**config.mk**
```make
export PLATFORM = sky130hd
export DESIGN_NAME = pwm_capture
export DESIGN_NICKNAME = d
export VERILOG_FILES = /design/src/rtl/pwm_pkg.sv /design/src/rtl/edge_sync.sv /design/src/rtl/pwm_capture.sv
export SDC_FILE = /design/constraint.sdc
export NUM_CORES = 1
export LEC_CHECK = 0
export ABC_AREA = 1
export CELL_PAD_IN_SITES_DETAIL_PLACEMENT = 1
export CELL_PAD_IN_SITES_GLOBAL_PLACEMENT = 1
export CORE_MARGIN = 3
export CORE_UTILIZATION = 40
export DETAILED_ROUTE_END_ITERATION = 10
export PLACE_DENSITY_LB_ADDON = 0.1
export SYNTH_ARGS = -nofsm -noshare
export SYNTH_HDL_FRONTEND = slang
export SYNTH_SLANG_ARGS = --single-unit
```
**constraint.sdc**
```tcl
create_clock -name sys_clk -period 2.4 [get_ports sys_clk]
set_clock_uncertainty 0.05 [all_clocks]
set_input_delay 0.36 -clock sys_clk [delete_from_list [all_inputs] [get_ports sys_clk]]
set_output_delay 0.36 -clock sys_clk [all_outputs]
set_load 0.05 [all_outputs]
```
**src/rtl/pwm_pkg.sv**
```systemverilog
// Shared constants for the PWM generator/capture pair.
package pwm_pkg;

    localparam int SYS_CLK_HZ    = 50_000_000;
    localparam int CNT_W_DEFAULT = 26;

    localparam logic [1:0] ST_IDLE      = 2'd0;
    localparam logic [1:0] ST_MEAS_HIGH = 2'd1;
    localparam logic [1:0] ST_MEAS_LOW  = 2'd2;

endpackage

```
**src/rtl/edge_sync.sv**
```systemverilog
// Multi-flop synchronizer for an asynchronous input, followed by a delay flop
// that yields single-cycle rise/fall strobes on the synchronized level.
module edge_sync #(
    parameter int STAGES = 2
) (
    input  logic sys_clk,
    input  logic sys_rst_n,
    input  logic async_i,
    output logic sync_o,
    output logic rise_o,
    output logic fall_o
);

    logic [STAGES-1:0] sync_q;
    logic              prev_q;

    always_ff @(posedge sys_clk or negedge sys_rst_n) begin
        if (!sys_rst_n) begin
            sync_q <= '0;
            prev_q <= 1'b0;
        end else begin
            sync_q <= {sync_q[STAGES-2:0], async_i};
            prev_q <= sync_q[STAGES-1];
        end
    end

    assign sync_o = sync_q[STAGES-1];
    assign rise_o = sync_q[STAGES-1] & ~prev_q;
    assign fall_o = ~sync_q[STAGES-1] & prev_q;

endmodule

```
**src/rtl/pwm_capture.sv**
```systemverilog
// Measures period and high time of a PWM input in sys_clk cycles, with a
// loss-of-signal timeout.
//
// state        | meaning
// -------------+-----------------------------------------------------------
// ST_IDLE      | no period in progress; waiting for the first rising edge
// ST_MEAS_HIGH | after a rise; counting high time until the falling edge
// ST_MEAS_LOW  | after a fall; next rise closes the period and reports it
module pwm_capture
    import pwm_pkg::*;
#(
    parameter int CNT_W       = CNT_W_DEFAULT,
    parameter int TIMEOUT_CYC = SYS_CLK_HZ,
    parameter int SYNC_STAGES = 2
) (
    input  logic             sys_clk,
    input  logic             sys_rst_n,
    input  logic             pwm_in,
    output logic             meas_valid,
    output logic [CNT_W-1:0] period_cnt,
    output logic [CNT_W-1:0] high_cnt,
    output logic             no_signal,
    output logic             level
);

    localparam logic [CNT_W-1:0] TIMEOUT_VAL = CNT_W'(TIMEOUT_CYC);

    logic sync, rise, fall, timeout;

    logic [1:0]       state_q, state_d;
    logic [CNT_W-1:0] cnt_q, cnt_d;
    logic [CNT_W-1:0] high_tmp_q, high_tmp_d;
    logic [CNT_W-1:0] period_q, period_d;
    logic [CNT_W-1:0] high_q, high_d;
    logic             valid_q, valid_d;
    logic             nosig_q, nosig_d;

    edge_sync #(
        .STAGES(SYNC_STAGES)
    ) u_edge_sync (
        .sys_clk  (sys_clk),
        .sys_rst_n(sys_rst_n),
        .async_i  (pwm_in),
        .sync_o   (sync),
        .rise_o   (rise),
        .fall_o   (fall)
    );

    // cnt_q reads N on the cycle N after the last rise, so on a fall or rise
    // cycle it already equals the high time or period of the synchronized signal.
    assign timeout = (cnt_q == TIMEOUT_VAL) && !rise;

    always_comb begin
        state_d    = state_q;
        cnt_d      = cnt_q + CNT_W'(1);
        high_tmp_d = high_tmp_q;
        period_d   = period_q;
        high_d     = high_q;
        valid_d    = 1'b0;
        nosig_d    = nosig_q;

        if (rise) begin
            cnt_d = CNT_W'(1);
        end else if (timeout) begin
            cnt_d   = '0;
            state_d = ST_IDLE;
            nosig_d = 1'b1;
        end

        if (!timeout) begin
            case (state_q)
                ST_IDLE: begin
                    if (rise) state_d = ST_MEAS_HIGH;
                end
                ST_MEAS_HIGH: begin
                    if (fall) begin
                        high_tmp_d = cnt_q;
                        state_d    = ST_MEAS_LOW;
                    end
                end
                ST_MEAS_LOW: begin
                    if (rise) begin
                        state_d  = ST_MEAS_HIGH;
                        period_d = cnt_q;
                        high_d   = high_tmp_q;
                        valid_d  = 1'b1;
                        nosig_d  = 1'b0;
                    end
                end
                default: state_d = ST_IDLE;
            endcase
        end
    end

    always_ff @(posedge sys_clk or negedge sys_rst_n) begin
        if (!sys_rst_n) begin
            state_q    <= ST_IDLE;
            cnt_q      <= '0;
            high_tmp_q <= '0;
            period_q   <= '0;
            high_q     <= '0;
            valid_q    <= 1'b0;
            nosig_q    <= 1'b1;
        end else begin
            state_q    <= state_d;
            cnt_q      <= cnt_d;
            high_tmp_q <= high_tmp_d;
            period_q   <= period_d;
            high_q     <= high_d;
            valid_q    <= valid_d;
            nosig_q    <= nosig_d;
        end
    end

    assign meas_valid = valid_q;
    assign period_cnt = period_q;
    assign high_cnt   = high_q;
    assign no_signal  = nosig_q;
    assign level      = sync;

endmodule

```
==> qor.txt <==
Post-synth top flop: dfrtp_1
Status: complete, no violations
Startpoint Class: flip-flop
# resized after CTS: 0
Fill cell count: 1,401
Setup TNS: 0 ns
Post-DP HPWL: 8.92 mm
Crit Path Class: flip-flop to output pin
Layout cells sized above 1: 0.0549
Core Box Area: 0.0116 sq mm
Leakage: 0.00289 uW
Hold Crit Class: flip-flop to flip-flop
WP data required: 1.99 ns
Slowest CP cell: clkdlybuf4s50_1
Syn avg cell area: 8.32 sq um
DRT antenna net count: 0
DRC: 0
CP max FO: 2
Syn Nets: 582
RSZ-0062 raised after global routing: no
WL final: 12.6 mm
Die X-Extent: 116 um
Post-synth EDFFs: 0
Largest net degree at the start of global routing: 76
Most frequent cells after synthesis: 237 x nand2_1, 110 x dfrtp_1, 69 x nor2_1
CTS clk-pin slew, worst paths: 0.07 ns
CP Cell Sequence: clkdlybuf4s50_1
Cts bufs inserted: 9
Total grt overflow: 0
Post-synth ARST share: 1.00
Tot GR Track Use: 0.211
Dominant cell type by area after synthesis: dfrtp_1
Final #Nets: 638
Synthesized flop and latch total: 111
GP Congestion: 0.803
Count of different cell masters after synthesis: 27
Die area: 0.0133 sq mm
Yosys warns: 0
Antenna Cells: 0
DR iter-0 viols: 211
Post-synth top area share: 0.574
Slew @ Worst Pin: 0.645 ns
Worst setup EP type: output pin
Post-route insts no fill: 781
Top-count cell post-synth: nand2_1
Area contributors post-synth: dfrtp_1 57%, nand2_1 19%, nor2_1 5.4%, nand3_1 3.9%, inv_1 3.2%
Worst Setup SP: no_signal
Hold Fails Final Rpt: 0
Sequential area share after synthesis: 0.579
TritonRoute pass-1 iters: 4
Site Rows: 39
Routed via count: 3,927
Reg2reg setup slack: 0.52 ns
Max-cap violations: 0
Max Transition Viols Final: 0
Syn Inst Count: 577
Wirelength per Cell: 16.1 um
CTS tree: built
Sink count of the clock tree: 111
Starting Density: 0.415
VDD IR max: 0.000364 V
Crit path max-delay family: buffers and inverters
Hold_sp: u_edge_sync.sync_q[0]
Worst-Skew Late Latency: 0.36 ns
Vias in the first global route: 4,170
Slew margin rel.: 0.570
CTS Buffer Depth: 2
Netlist Area Pre-Place: 0.00480 sq mm
Die Ht: 116 um
Pwr dens: 756 mW/mm^2
Tmin final: 2.08 ns
Initial antenna violation count: 0
CTS Root Cell: clkbuf_16
# setup viols final: 0
RR Startpoint: cnt_q[21]
Port Buffer Count: 57
P&R area growth vs syn: 21.7%
Top Ports: 58
Vias/cell: 5.03
H-Tree Depth: 3
Crit path DAT: 1.67 ns
Final worst path period share: 0.868
CP peak stage delay: 0.79 ns
Buf/Inv on CP: 1
First-pass GRT wire length: 21.6 mm
Achievable clock frequency: 480 MHz
DP Cell Count: 764
power breakdown:
part	internal [uW]	total (uW)	leakage, uW	switching (uW)
sequential	2000	2130	0.00152	124
clock	915	1610	0.000157	697
combinational	205	679	0.00121	474
layout make-up:
type,count,area [sq um],area share
clock inverters,6,83.8,0.0144
repair buffers,64,661,0.113
clock buffers,10,229,0.0392
inverters,42,158,0.0270
multi-input cells,405,1750,0.300
well taps,143,179,0.0306
flip-flops and latches,111,2780,0.476
state kept, by name, summed over array words and instances (netlist names):
name and count:
cnt_q 26, high_cnt 26, high_tmp_q 26, meas_valid 1, no_signal 1, period_cnt 26
state_q 2, u_edge_sync.prev_q 1, u_edge_sync.sync_q 2
layer usage:
layer	vias up	global-route usage	share of wire
met4	0	0.119	0.040
met1	1930	0.287	0.46
met2	74	0.326	0.47
li1	1894	-	-
met5	-	0	0
met3	29	0.0313	0.031
kinds of logic after synthesis:
family,after synthesis,share of synthesized area
compound gates,30,0.0321
buf+inv,61,0.0563
flops,111,0.579
xor+xnor,10,0.0182
fa+ha+maj,2,0.00521
simple gates,363,0.309
cell usage in the layout, fill, tap and decap left out:
master,instances
dfstp_2,1
buf_4,4
a311oi_1,1
ha_1,2
xnor2_1,1
clkbuf_1,1
a21oi_1,2
nor2_1,69
bufinv_16,2
o21ai_0,27
buf_12,3
nand2_2,1
xor2_1,9
nand3_2,1
nor2_4,2
inv_6,1
nand2_4,1
inv_1,40
clkinv_2,3
nor2_2,4
nand3_1,37
nand4_1,4
nand2_8,1
dlygate4sd3_1,1
inv_2,2
dfrtp_1,110
clkbuf_16,9
clkdlybuf4s50_1,56
nor3_1,6
nand2_1,237
metrics by stage:
| step | total power, uW | instance area, sq um | util | setup slack, ns | hold slack, ns |
|---|---|---|---|---|---|
| 3_3_place_gp | 2820 | 5520 | 0.477 | 0.611 | 0.284 |
| 4_1_cts | 4460 | 5840 | 0.505 | 0.292 | 0.320 |
| 3_5_place_dp | 2850 | 5520 | 0.477 | 0.534 | 0.304 |
| 5_1_grt | 4630 | 5840 | 0.505 | 0.274 | 0.326 |
| 2_1_floorplan | 2580 | 4800 | - | 0.575 | 0.0144 |
| 6_report | 4420 | 5840 | 0.505 | 0.316 | 0.313 |
timing repair:
item | 4_1_cts | 5_1_grt
endpoints found under the setup margin | 0 | 0
endpoints found under the hold margin | 9 | 0
hold buffers | 1 | 0
setup buffers | 0 | 0
final timing paths:
| kind | endpoint | depth (start not counted) |
|---|---|---|
| max reg2reg | high_tmp_q[0] | 8 |
| min in group asynchronous | high_cnt[9] | 2 |
| max in group asynchronous | cnt_q[2] | 3 |
| max | no_signal | 1 |
| min | u_edge_sync.sync_q[1] | 0 |
| min reg2reg | u_edge_sync.sync_q[1] | 0 |
Note: power is estimated with default switching activity, not from simulation.
